[src/rtl/scariv_ras_stack_ckpt.sv]
// Speculative return address stack with checkpoint (tos, count) export and
// flush-time restore/repair for mispredict recovery.
module scariv_ras_stack_ckpt #(
    parameter int RAS_DEPTH = 8,
    parameter int VADDR_W   = 39,
    parameter int IDX_W     = $clog2(RAS_DEPTH),
    parameter int CNT_W     = $clog2(RAS_DEPTH + 1)
) (
    input  logic               i_clk,
    input  logic               i_reset_n,
    input  logic               i_push_valid,
    input  logic [VADDR_W-2:0] i_push_vaddr,
    input  logic               i_pop_valid,
    input  logic               i_flush_valid,
    input  logic [IDX_W-1:0]   i_flush_index,
    input  logic [CNT_W-1:0]   i_flush_count,
    input  logic               i_flush_repair,
    input  logic [VADDR_W-2:0] i_flush_vaddr,
    output logic               o_top_valid,
    output logic [VADDR_W-2:0] o_top_vaddr,
    output logic [IDX_W-1:0]   o_top_index,
    output logic [CNT_W-1:0]   o_count,
    output logic               o_overflow,
    output logic               o_underflow
);

    localparam logic [CNT_W-1:0] DepthC = CNT_W'(RAS_DEPTH);

    logic [VADDR_W-2:0] entry_q [RAS_DEPTH];
    logic [VADDR_W-2:0] entry_d [RAS_DEPTH];
    logic [IDX_W-1:0]   tos_q, tos_d;
    logic [CNT_W-1:0]   count_q, count_d;
    logic               overflow_q, overflow_d;
    logic               underflow_q, underflow_d;

    logic [IDX_W-1:0]   tos_inc;
    logic [IDX_W-1:0]   tos_dec;
    logic               stack_full;
    logic               stack_empty;

    assign tos_inc     = tos_q + IDX_W'(1);
    assign tos_dec     = tos_q - IDX_W'(1);
    assign stack_full  = (count_q == DepthC);
    assign stack_empty = (count_q == '0);

    // One action per cycle: flush beats push+pop, which beats push, which beats pop.
    always_comb begin
        entry_d     = entry_q;
        tos_d       = tos_q;
        count_d     = count_q;
        overflow_d  = 1'b0;
        underflow_d = 1'b0;

        if (i_flush_valid) begin
            tos_d   = i_flush_index;
            count_d = (i_flush_count > DepthC) ? DepthC : i_flush_count;
            if (i_flush_repair) begin
                entry_d[i_flush_index] = i_flush_vaddr;
            end
        end else if (i_push_valid && i_pop_valid) begin
            entry_d[tos_q] = i_push_vaddr;
            if (stack_empty) begin
                count_d = CNT_W'(1);
            end
        end else if (i_push_valid) begin
            tos_d            = tos_inc;
            entry_d[tos_inc] = i_push_vaddr;
            if (stack_full) begin
                overflow_d = 1'b1;
            end else begin
                count_d = count_q + CNT_W'(1);
            end
        end else if (i_pop_valid) begin
            // Popped entries stay in the array so an older checkpoint can recover them.
            if (stack_empty) begin
                underflow_d = 1'b1;
            end else begin
                tos_d   = tos_dec;
                count_d = count_q - CNT_W'(1);
            end
        end
    end

    always_ff @(posedge i_clk or negedge i_reset_n) begin
        if (!i_reset_n) begin
            for (int i = 0; i < RAS_DEPTH; i++) begin
                entry_q[i] <= '0;
            end
            tos_q       <= '0;
            count_q     <= '0;
            overflow_q  <= 1'b0;
            underflow_q <= 1'b0;
        end else begin
            entry_q     <= entry_d;
            tos_q       <= tos_d;
            count_q     <= count_d;
            overflow_q  <= overflow_d;
            underflow_q <= underflow_d;
        end
    end

    assign o_top_valid = !stack_empty;
    assign o_top_vaddr = stack_empty ? '0 : entry_q[tos_q];
    assign o_top_index = tos_q;
    assign o_count     = count_q;
    assign o_overflow  = overflow_q;
    assign o_underflow = underflow_q;

endmodule
[config.mk]
export PLATFORM = sky130hd
export DESIGN_NAME = scariv_ras_stack_ckpt
export DESIGN_NICKNAME = d
export VERILOG_FILES = /design/src/rtl/scariv_ras_stack_ckpt.sv
export SDC_FILE = /design/constraint.sdc
export NUM_CORES = 1
export LEC_CHECK = 0
export BUFFER_PORTS_ARGS = -buffer_cell sky130_fd_sc_hd__buf_2
export CAP_MARGIN = 25
export CORE_MARGIN = 1.5
export CORE_UTILIZATION = 61
export CTS_BUF_LIST = sky130_fd_sc_hd__clkbuf_8 sky130_fd_sc_hd__clkbuf_16
export CTS_CLUSTER_DIAMETER = 40
export DETAILED_ROUTE_END_ITERATION = 6
export GPL_ROUTABILITY_DRIVEN = 0
export HOLD_SLACK_MARGIN = 0.06
export MAX_ROUTING_LAYER = met4
export PLACE_DENSITY = 0.84
export SYNTH_ARGS = -nofsm -noshare
export SYNTH_HDL_FRONTEND = slang
export SYNTH_SLANG_ARGS = --single-unit
[constraint.sdc]
create_clock -name i_clk -period 3 [get_ports i_clk]
set_input_delay 0.3 -clock i_clk [delete_from_list [all_inputs] [get_ports i_clk]]
set_output_delay 0.3 -clock i_clk [all_outputs]
set_load 0.02 [all_outputs]
==> results.py <==
metrics = {
    "run_status": {
        "status": "finished with violations",
        "failed_checks": "negative setup slack",
    },
    "worst_setup_path": {
        "slowest_stage": "dfrtp_1",
        "startpoint_type": "flop",
        "crit_top_cell": "buf_4",
        "end_kind": "primary output",
        "path_class": "reg2out",
        "critPathArrivalTime_ns": 2.72,
        "worstPathMaxFanout": 14,
        "cp.required_ns": 2.70,
        "slowest_delay_ns": 0.44,
        "cp_cell_sequence": "buf_4, and3b_4, buf_4, buf_4, a22oi_1, a31oi_1, buf_2",
    },
    "place": {
        "pre_cts_ws_ns": 0.436,
        "dpl.hpwl_mm": 30.9,
        "dp.cells": 1938,
        "io_buffers": 136,
    },
    "route": {
        "vias": 16000,
        "wl_met1_mm": 20.4,
        "drtAntennaViolNets": 0,
        "finalWirelength_mm": 57.5,
        "dr.max_layer_used": "met4",
        "wire_per_inst_um": 28.4,
        "remaining_drc_errors": 0,
        "drt_pass1_iterations": 7,
        "drtIter0Drc": 2446,
        "via_per_inst": 7.93,
        "dr_wl_met2_mm": 26.2,
        "met3WireLength_mm": 7.39,
    },
    "power": {
        "leakagePower_nw": 7.59,
        "p_seq_frac": 0.375,
        "powerDensity_mw_per_mm2": 828,
        "switchingPower_mw": 5.46,
        "peakVddDrop_mv": 0.592,
        "p_sw_frac": 0.340,
        "p_int_mw": 10.6,
        "clkPwrFrac": 0.345,
        "pwr-share-comb": 0.281,
    },
    "die": {
        "die_w_um": 168,
        "core_mm2": 0.0269,
        "ios": 137,
        "initial_utilization": 0.621,
        "dieArea_mm2": 0.0284,
        "die_height_um": 168,
        "num_rows": 60,
    },
    "final_layout": {
        "fillers": 1873,
        "final_cell_count_no_fill": 2023,
        "area_growth_pct": 16.1,
        "final_nets": 1739,
        "layout-drive-gt1-share": 0.186,
    },
    "sta": {
        "fin_crit_ns": 3.02,
        "final_min_period_over_clock_period": 1.01,
        "slew_violations": 0,
        "fin_skew_ns": 0.0235,
        "timing.setup.tns_ns": -0.0352,
        "fmax_mhz": 331,
        "finalSetupViolCount": 2,
        "worstMarginPinSlew_ns": 1.17,
        "slew-limit-headroom": 0.221,
        "worst_slack_ns": -0.0180,
        "hold_violations": 0,
        "rsz0062_at_grt": "true",
    },
    "synthesis": {
        "synth_top_family_by_area": "compound AO/OA/AOI/OAI gates",
        "synth_top_flop_cell": "dfrtp_1",
        "ys_ff_latch": 313,
        "synthArstFlopShare": 1.00,
        "yosysTopAreaCellShare": 0.469,
        "postSynthCellCount": 1621,
        "syn_nets": 1715,
        "synth_compound_area_frac": 0.398,
        "synthMuxAreaShare": 0.00255,
        "yosys_warnings": 0,
        "ys_seq_area_frac": 0.469,
        "synth_fa_ha_area_frac": 0.00420,
        "netlist_area_mm2": 0.0167,
        "synth_area_leader_cell": "dfrtp_1",
        "synthXorXnorAreaFrac": 0.00465,
        "synth_area_per_cell_um2": 10.3,
        "synth_simple_gate_area_frac": 0.0517,
        "synth_area_leaders": "dfrtp_1 (47%), o221ai_1 (14%), o21a_1 (12%), a22oi_1 (3.7%), clkbuf_1 (2.7%)",
        "yosysUniqueCellTypes": 43,
        "synth_edf_count": 0,
    },
    "clocking": {
        "clockBufferDepth": 3,
        "clk_pin_slew_ns": 0.06,
        "clk_latency_ns": 0.55,
        "clkSinkCount": 313,
        "cts_max_level": 2,
        "cts_tree": "yes",
        "cts_buffers": 45,
        "root_buffer": "clkbuf_16",
    },
    "global_routing": {
        "grt_pass1_wl_mm": 90.3,
        "overflow": 0,
        "grt_start_max_net_pins": 84,
        "grtUsageTotal": 0.421,
        "grt_pass1_vias": 16200,
        "antenna_found_initial": 1,
    },
    "hold_path": {
        "hold_path.class": "in2reg",
    },
    "flow_run": {
        "cap_violations": 0,
    },
}
cells in the mapped netlist, drive strengths merged, types with 2 or more instances:
cell type and n:
nor3 4, xor2 3, o21ai 45, mux2 2, mux2i 2, a21oi 12
and3b 3, a222oi 2, ha 4, nor3b 3, a31oi 39, nor2 7
dfrtp 313, o221ai 267, nand2b 41, a22oi 83, inv 54, o21a 266
or3 2, a22o 39, buf 103, clkbuf 121, nor2b 6, xnor2 5
nand2 94, nand3 5, and3 6, a221oi 45, a32oi 38
sequential cells by signal (all words and copies together), names as in the netlist:
| name | count |
|---|---|
| o_count | 4 |
| o_top_index | 3 |
| o_overflow | 1 |
| entry_q | 304 |
| o_underflow | 1 |
worst paths after layout:
check / startpoint / cells past startpoint / to / slack, ns
worst max-delay path: o_top_index[0] / 7 / o_top_vaddr[14] / -0.02
worst min register to register: entry_q[36] / 2 / entry_q[36] / 0.49
min in group asynchronous: i_reset_n / 2 / entry_q[192] / 0.36
max in group asynchronous: i_reset_n / 3 / entry_q[290] / 1.68
worst max register to register: o_top_index[1] / 8 / entry_q[98] / 0.30
worst min-delay path: i_flush_vaddr[10] / 3 / entry_q[10] / 0.09
timing repair:
action	4_1_cts	5_1_grt
setup buffers	0	0
hold endpoints to repair	78	0
gates resized for setup	1	5
setup endpoints to repair	2	4
hold buffers	1	0
area by class of cell:
type                       count  area [um2]  area share
clock buffer                  52        1240      0.0643
clock inverter                31         342      0.0176
antenna                        1        2.50    0.000129
inverter                      54         203      0.0105
timing repair buffer         201        1460      0.0752
multi-input combinational   1030        7870       0.406
tap                          341         427      0.0220
sequential                   313        7830       0.404
stage by stage:
step	total power, mW	hold slack [ns]	cell area [um2]	util
detailed placement	10.4	0.361	17800	0.660
CTS	15.9	0.0881	19300	0.720
global route	16.6	0.111	19400	0.721
floorplan	8.72	0.00441	16700	-
finish	16.1	0.0902	19400	0.721
global placement	10.2	0.344	17800	0.660
power by group through the flow:
| stage | clock network [mW] | registers, mW | logic [mW] |
|---|---|---|---|
| floorplan | 0 | 5.88 | 2.84 |
| global placement | 0 | 5.97 | 4.20 |
| detailed placement | 0 | 6.04 | 4.33 |
| CTS | 5.54 | 5.99 | 4.38 |
| global route | 5.73 | 6.13 | 4.73 |
| finish | 5.53 | 6.02 | 4.50 |
layer usage:
layer  global-route usage  up-vias
met1                0.525     7859
li1                     -     6492
met3               0.0842      360
met2                0.636     1323
met4                0.260        0
met5                    -        -
placed cells by master, fill, tap and decap left out, drive strengths merged, types with 2 or more instances in the layout:
cell,netlist,final
nand2,94,94
a221oi,45,45
mux2,2,2
xnor2,5,5
mux2i,2,2
buf,103,200
and3,6,6
o221ai,267,267
bufinv,0,6
clkinvlp,0,5
nor2,7,7
dfrtp,313,313
inv,54,64
nand3,5,5
nor3b,3,3
clkinv,0,10
nor3,4,4
and3b,3,3
a222oi,2,2
a22o,39,39
o21ai,45,45
clkbuf,121,52
nand2b,41,41
a22oi,83,83
a32oi,38,38
a31oi,39,39
nor2b,6,6
o21a,266,266
a21oi,12,12
or3,2,2
ha,4,4
xor2,3,3
critical path: cells and delay by family (launching register included):
family | cells | cell delay, ns
buffers and inverters | 4 | 0.96
flip-flops | 1 | 0.44
AND/OR/NAND/NOR | 1 | 0.38
AO/OA/AOI/OAI | 2 | 0.37
cell families (layout without fill, tap and decap cells):
family / count (synthesis) / in the layout
compound gates: 838 / 838
flops: 313 / 313
buf+inv: 278 / 338
simple gates: 175 / 175
xor+xnor: 8 / 8
fa+ha+maj: 5 / 5
mux: 4 / 4
other cells: 0 / 1
Note: power is estimated with default switching activity, not from simulation.
